$ cat src/rtl/disp_arbiter.sv
// Display arbiter: fixed-priority, preemptive sharing of the 4-digit display with a minimum hold.
// Define DISP_ARB_BLINK_EN to compile in the per-digit blink divider; otherwise disp_blank is tied low.
module disp_arbiter #(
    parameter int NREQ      = 4,
    parameter int MIN_HOLD  = 50_000_000,
    parameter int BLINK_DIV = 25_000_000
) (
    input  logic                 clk,
    input  logic                 reset,
    input  logic [NREQ-1:0]      req,
    input  logic [16*NREQ-1:0]   bcd_in,
    input  logic [4*NREQ-1:0]    blink_in,
    output logic [NREQ-1:0]      grant,
    output logic [15:0]          disp_bcd,
    output logic [3:0]           disp_blank,
    output logic                 switch_pulse
);

    localparam int OW = (NREQ > 1) ? $clog2(NREQ) : 1;
    localparam int HW = (MIN_HOLD > 0) ? $clog2(MIN_HOLD + 1) : 1;

    typedef enum logic [1:0] {S_BG, S_SHOW, S_HOLD} state_t;

    state_t            state_q, state_d;
    logic [OW-1:0]     owner_q, owner_d;
    logic [HW-1:0]     hold_q, hold_d;
    logic [NREQ-1:0]   grant_q, grant_d;
    logic [15:0]       bcd_q, bcd_d;
    logic              pulse_q, pulse_d;
    logic [OW-1:0]     win;
    logic              any_req;

    always_comb begin
        win     = '0;
        any_req = 1'b0;
        for (int i = 1; i < NREQ; i++) begin
            if (req[i]) begin
                win     = OW'(i);
                any_req = 1'b1;
            end
        end
    end

    always_ff @(posedge clk or negedge reset) begin
        if (!reset) begin
            state_q <= S_BG;
            owner_q <= '0;
            hold_q  <= '0;
            grant_q <= NREQ'(1);
            bcd_q   <= '0;
            pulse_q <= 1'b0;
        end else begin
            state_q <= state_d;
            owner_q <= owner_d;
            hold_q  <= hold_d;
            grant_q <= grant_d;
            bcd_q   <= bcd_d;
            pulse_q <= pulse_d;
        end
    end

    // hold_d defaults to zero so leaving HOLD for any reason discards the count
    always_comb begin
        state_d = state_q;
        owner_d = owner_q;
        hold_d  = '0;
        case (state_q)
            S_BG: begin
                if (any_req) begin
                    state_d = S_SHOW;
                    owner_d = win;
                end
            end
            S_SHOW: begin
                if (any_req && (win > owner_q)) begin
                    owner_d = win;
                end else if (!req[owner_q]) begin
                    if (MIN_HOLD == 0) begin
                        state_d = any_req ? S_SHOW : S_BG;
                        owner_d = any_req ? win : '0;
                    end else begin
                        state_d = S_HOLD;
                        hold_d  = HW'(MIN_HOLD - 1);
                    end
                end
            end
            S_HOLD: begin
                if (any_req && (win > owner_q)) begin
                    state_d = S_SHOW;
                    owner_d = win;
                end else if (req[owner_q]) begin
                    state_d = S_SHOW;
                end else if (hold_q == '0) begin
                    state_d = any_req ? S_SHOW : S_BG;
                    owner_d = any_req ? win : '0;
                end else begin
                    state_d = S_HOLD;
                    hold_d  = hold_q - HW'(1);
                end
            end
            default: begin
                state_d = S_BG;
                owner_d = '0;
            end
        endcase
    end

    always_comb begin
        grant_d          = '0;
        grant_d[owner_d] = 1'b1;
        bcd_d            = bcd_in[16*owner_d +: 16];
        pulse_d          = (owner_d != owner_q);
    end

    assign grant        = grant_q;
    assign disp_bcd     = bcd_q;
    assign switch_pulse = pulse_q;

`ifdef DISP_ARB_BLINK_EN
    localparam int DW = (BLINK_DIV > 1) ? $clog2(BLINK_DIV) : 1;

    logic [DW-1:0] div_q, div_d;
    logic          phase_q, phase_d;
    logic [3:0]    blank_q, blank_d;

    // An owner change restarts the blink visible so the newly shown digits are never dark on arrival
    always_comb begin
        div_d   = div_q + DW'(1);
        phase_d = phase_q;
        if (owner_d != owner_q) begin
            div_d   = '0;
            phase_d = 1'b0;
        end else if (div_q == DW'(BLINK_DIV - 1)) begin
            div_d   = '0;
            phase_d = ~phase_q;
        end
        blank_d = blink_in[4*owner_d +: 4] & {4{phase_d}};
    end

    always_ff @(posedge clk or negedge reset) begin
        if (!reset) begin
            div_q   <= '0;
            phase_q <= 1'b0;
            blank_q <= '0;
        end else begin
            div_q   <= div_d;
            phase_q <= phase_d;
            blank_q <= blank_d;
        end
    end

    assign disp_blank = blank_q;
`else
    logic unused_blink;
    assign unused_blink = ^blink_in;
    assign disp_blank   = 4'b0000;
`endif

endmodule

$ cat config.mk
export PLATFORM = sky130hd
export DESIGN_NAME = disp_arbiter
export DESIGN_NICKNAME = d
export VERILOG_FILES = /design/src/rtl/disp_arbiter.sv
export SDC_FILE = /design/constraint.sdc
export NUM_CORES = 1
export LEC_CHECK = 0
export CAP_MARGIN = 0
export CORE_ASPECT_RATIO = 1.5
export CORE_MARGIN = 8
export CORE_UTILIZATION = 40
export DETAILED_ROUTE_END_ITERATION = 7
export PLACE_DENSITY = 0.8
export SYNTH_ARGS = -nofsm -noshare
export SYNTH_HDL_FRONTEND = slang
export SYNTH_SLANG_ARGS = --single-unit
$ cat constraint.sdc
create_clock -name clk -period 8.2 [get_ports clk]
set_input_delay 0.82 -clock clk [delete_from_list [all_inputs] [get_ports clk]]
set_output_delay 0.82 -clock clk [all_outputs]
set_load 0.02 [all_outputs]
==> results of run 1 <==
## layout by cell type, fill, tap and decap left out, types with 9 or more instances in the layout
cell type / Yosys / final
a21oi_1: 9 / 9
a221o_1: 15 / 15
clkdlybuf4s50_1: 0 / 89
dfrtp_1: 50 / 50
inv_1: 10 / 10
mux2_4: 14 / 14
nand2_1: 23 / 23
nand3_1: 20 / 20
nor2_1: 18 / 18
o21ai_0: 39 / 39
xnor2_1: 16 / 16
## Yosys cell counts, types with 6 or more instances
master,n,area [sq um]
dfrtp_1,50,1250
o21ai_0,39,195
nand2_1,23,86.3
nand3_1,20,100
nor2_1,18,67.6
xnor2_1,16,140
a221o_1,15,150
mux2_4,14,210
inv_1,10,37.5
a21oi_1,9,45.0
ha_1,8,100
buf_4,7,52.6
clkbuf_1,7,26.3
nor3_1,7,35.0
nor4_1,7,43.8
xor2_1,6,52.6
## worst paths after layout
kind | startpoint | end | slack, ns
worst max-delay path | req[2] | disp_bcd[0] | 4.26
worst min-delay path | hold_q[7] | hold_q[7] | 0.53
worst max register to register | hold_q[9] | disp_bcd[0] | 4.71
worst min register to register | hold_q[7] | hold_q[7] | 0.53
max in group asynchronous | reset | disp_bcd[6] | 7.14
min in group asynchronous | reset | hold_q[19] | 0.63
## stage by stage
| stage | total power [mW] | util, % | worst slack [ns] |
|---|---|---|---|
| after CTS | 2.19 | 55.4 | 4.32 |
| after floorplan | 1.62 | - | 5.12 |
| after global placement | 1.90 | 53.1 | 4.07 |
| final | 2.18 | 55.4 | 4.26 |
| after global routing | 2.35 | 55.4 | 4.08 |
| after detailed placement | 1.94 | 53.1 | 4.05 |
## state kept, by name, indices dropped and copies added (netlist names)
register	cells
hold_q	26
disp_bcd	16
grant	4
owner_q	2
state_q	2
switch_pulse	1
## kinds of logic (layout without fill, tap and decap cells)
logic type	after synthesis	in the layout	share of synthesized area (%)
buffers and inverters	29	112	5.48
xor gates and xnor gates	22	22	6.25
muxes	18	18	8.60
other	1	4	0.122
DFF	51	51	41.4
and+or+nand+nor	104	104	18.2
adders and majority gates	8	8	3.25
AOI/OAI and AO/OA	78	78	16.7
## cell type report
cell class	count	area [sq um]	share of cell area, %
Multi-Input combinational cell	234	1650	39.4
Sequential cell	51	1280	30.5
Timing Repair Buffer	94	926	22.1
Tap cell	102	128	3.05
Clock buffer	5	125	2.99
Clock inverter	3	47.5	1.13
Inverter	10	37.5	0.896
## power breakdown
part	switching [mW]	internal [mW]
combinational	0.794	0.715
sequential	0.0726	0.358
clock	0.0945	0.146
## critical path, stage by stage
cell and delay, ns:
clkdlybuf4s50_1 0.47, nor2_1 0.21, inv_1 0.08, ha_1 0.30
and2b_2 0.23, o21ai_0 0.27, o32ai_2 0.13, o21a_2 0.24
nor2_4 0.64, mux2_2 0.41, a221o_1 0.28
## per-layer routing
layer | track usage [%] | vias to the layer above | wire length (um)
met3 | 4.46 | 13 | 486
met4 | 5.41 | 0 | 142
li1 | - | 1303 | -
met1 | 16.3 | 1284 | 3130
met5 | 0 | - | 0
met2 | 27.5 | 84 | 4300
==> results.yml, run 1 <==
floorplanning:
  core_sq_um: 7560
  initial_core_util_pct: 40.8
  core.rowCount: 39
  io_pins: 111
  die_area_sq_um: 10800
  fp.dieW_um: 87.7
  die_h_um: 124
worst_hold_path:
  holdCritPathClass: "reg -> reg"
  min_path_cells: 2
setup_path:
  critPathCaptureType: "flip-flop"
  worst-path-max-fanout: 22
  startpoint_type: "input pin"
  critPathKind: "in -> reg"
  cp.arrival_ns: 4.11
  reg2regPathDepth: 7
  cp.required_ns: 8.38
global_route:
  antenna_found_initial: 0
  grt_use_total_pct: 15.2
  grt_max_degree: 52
  grt_pass1_vias: 2824
  grt_pass1_wl_um: 13200
  grt-ovfl-total: 0
clocking:
  cts_setup_buffers: 0
  root_buffer: "clkbuf_16"
  clock_path_buffers: 2
  path_clk_slew_ns: 0.07
  cts-htree-levels: 2
  clk_latency_ns: 0.29
  cts_tree: "built"
  cts_inserted_buffers: 5
  hold_buffers: 0
  post_cts_resized: 0
  cts.sinks: 51
final_layout:
  fin_area_sq_um: 4190
  layout-drive-gt1-share_pct: 11.3
  fin_nets: 490
  antenna_cells: 0
  layoutNonFillerInstCount: 499
  fill_cells: 636
  syn2layout_area_growth_pct: 35.9
timing:
  hold_viol_final: 0
  rsz0062_at_grt: "false"
  min_period_ns: 3.94
  tns_ns: 0
  tightest_slew_ns: 1.01
  max_freq_mhz: 254
  finalCritPeriodShare_pct: 48.0
  finalClockSkew_ns: 0.00468
  max_slew_margin_pct: 32.8
  setup_viol_count_final: 0
  hold_slack_ns: 0.531
  slew_viol_final: 0
outcome:
  status: "finished clean"
yosys:
  ys_types: 51
  synthCells: 311
  synth_edf_count: 0
  yosysWarnings: 0
  ys_ff_latch: 51
  avgSynthCellArea_sq_um: 9.92
  yosysSeqAreaShare_pct: 41.4
  synthArstFlopShare_pct: 100
  netlist_area_sq_um: 3080
  ys.flop_type: "dfrtp_1"
placed_design:
  post_dp_cell_area_sq_um: 4020
  gp_congestion: 0.831
  port_buffers: 90
  dp_cells: 491
  dp_hpwl_um: 6170
route:
  drt-initial-drc-count: 175
  vias_per_cell: 5.38
  drc: 0
  vias: 2684
  drtAntennaViolNets: 0
  routedWlPerCell_um: 16.2
  finalWirelength_um: 8060
  drt_pass1_iterations: 4
power_and_ir_drop:
  leakage_nw: 1.82
  powerDensity_nw_per_um2: 520
  ir_drop_uv: 231
job:
  drv_cap: 0
Power figures use the tool's default switching activity.
==> inputs of run 2 (changes only) <==
==> constraint.sdc (replaced) <==
create_clock -name clk -period 4 [get_ports clk]
set_input_delay 0.4 -clock clk [delete_from_list [all_inputs] [get_ports clk]]
set_output_delay 0.4 -clock clk [all_outputs]
set_load 0.02 [all_outputs]
==> results.yml, run 2 (synthesized netlist as in run 1, its figures left out) <==
outcome:
  status: "finished clean"
floorplanning:
  die_h_um: 124
  io_pins: 111
  fp.dieW_um: 87.7
  core_sq_um: 7560
  initial_core_util_pct: 40.8
  die_area_sq_um: 10800
  core.rowCount: 39
setup_path:
  cp.required_ns: 4.18
  crit_chain: "or4_4, or4b_4, o32ai_2, o2bb2ai_1, nor2_4, buf_4, mux2_2, a221o_1"
  cp.arrival_ns: 3.46
  crit_slowest_cell: "or4b_4"
  reg2regPathDepth: 8
  startpoint_type: "flip-flop"
  cp_slowest_stage_delay_ns: 0.59
  worst-path-max-fanout: 22
  critPathKind: "reg -> reg"
  r2r_slack_ns: 0.71
  critPathCaptureType: "flip-flop"
  r2r-start: "hold_q[14]"
  r2r-end: "disp_bcd[0]"
clocking:
  clk_latency_ns: 0.29
  post_cts_resized: 0
  root_buffer: "clkbuf_16"
  hold_buffers: 0
  path_clk_slew_ns: 0.07
  cts_inserted_buffers: 5
  cts_tree: "built"
  clock_path_buffers: 2
  cts.sinks: 51
  cts_setup_buffers: 0
  cts-htree-levels: 2
final_layout:
  final_common_cell: "clkdlybuf4s50_1"
  top_register: "hold_q"
  layoutNonFillerInstCount: 503
  fin_nets: 494
  mostFrequentLayoutCells: "clkdlybuf4s50_1 (89), dfrtp_1 (50), o21ai_0 (39), nand2_1 (23), nand3_1 (20)"
  antenna_cells: 0
  syn2layout_area_growth_pct: 36.4
  layout-drive-gt1-share_pct: 12.2
  largest_reg_flops: 26
power_and_ir_drop:
  powerDensity_nw_per_um2: 1070
  leakage_nw: 1.83
  ir_drop_uv: 596
  fin_total_pwr_mw: 4.49
placed_design:
  port_buffers: 90
  gp_congestion: 0.771
  dp_cells: 495
  dp_slack_ns: 0.491
  dp_hpwl_um: 6300
worst_hold_path:
  holdCritPathClass: "in -> async"
timing:
  slew_viol_final: 0
  finalClockSkew_ns: 0.00528
  min_period_ns: 3.29
  tightest_slew_ns: 0.824
  rsz0062_at_grt: "false"
  tns_ns: 0
  setup_viol_count_final: 0
  finalCritPeriodShare_pct: 82.2
  hold_viol_final: 0
  max_slew_margin_pct: 45.1
  setup_ws_ns: 0.712
  max_freq_mhz: 304
global_route:
  grt_max_degree: 52
  grt_pass1_wl_um: 13600
  antenna_found_initial: 0
  grt_pass1_vias: 2888
  grt-ovfl-total: 0
  grt_use_total_pct: 15.9
route:
  drc: 0
  vias_per_cell: 5.42
  drtAntennaViolNets: 0
  drt_pass1_iterations: 4
  finalWirelength_um: 8220
  vias: 2725
  routedWlPerCell_um: 16.3
  drt-initial-drc-count: 131
job:
  drv_cap: 0
-- run 2: cell count changes in the layout (fill, tap and decap cells not counted), sizes merged --
cell	change
inv	-1
buf	+4
clkinv	-1
bufinv	-1
clkbuf	+2
clkinvlp	+1
-- run 2: metrics by stage --
stage | utilization, % | area, sq um | hold slack (ns)
6_report | 55.6 | 4210 | 0.212
5_1_grt | 55.6 | 4210 | 0.273
4_1_cts | 55.6 | 4210 | 0.244
3_5_place_dp | 53.5 | 4050 | 0.520
3_3_place_gp | 53.5 | 4050 | 0.517
2_1_floorplan | - | 3100 | 0.104
-- run 2: area by class of cell --
| type | count | area, sq um |
|---|---|---|
| Inverter | 10 | 37.5 |
| Sequential cell | 51 | 1280 |
| Multi-Input combinational cell | 234 | 1650 |
| Clock buffer | 7 | 153 |
| Timing Repair Buffer | 98 | 956 |
| Tap cell | 102 | 128 |
| Clock inverter | 1 | 7.51 |
| Fill cell | 644 | 3360 |
-- run 2: critical path, delay by kind of cell (launching register included) --
| family | cells | cell delay (ns) |
|---|---|---|
| and+or+nand+nor | 3 | 1.26 |
| AOI/OAI and AO/OA | 3 | 0.73 |
| DFF | 1 | 0.43 |
| muxes | 1 | 0.38 |
| buffers and inverters | 1 | 0.34 |
-- run 2: worst max-delay path by stage --
stage | from | endpoint | cells past startpoint
after global routing | req[2] | disp_bcd[6] | 11
after detailed placement | req[2] | disp_bcd[3] | 13
after global placement | req[2] | disp_bcd[0] | 12
after CTS | hold_q[14] | disp_bcd[15] | 9
final | hold_q[14] | disp_bcd[0] | 8
after floorplan | hold_q[14] | disp_bcd[10] | 8
-- run 2: layer usage --
metal,GRT usage [%],up-vias,part of all wire (%)
met1,16.3,1319,37
met2,28.8,89,54
met4,6.27,0,2.0
li1,-,1303,-
met3,5.32,14,7.2
met5,0,-,0
-- run 2: power by group --
part	internal (mW)	total, mW	switching, mW
Sequential	0.733	0.881	0.148
Clock	0.266	0.455	0.189
Combinational	1.50	3.15	1.64
Total	2.50	4.49	1.98
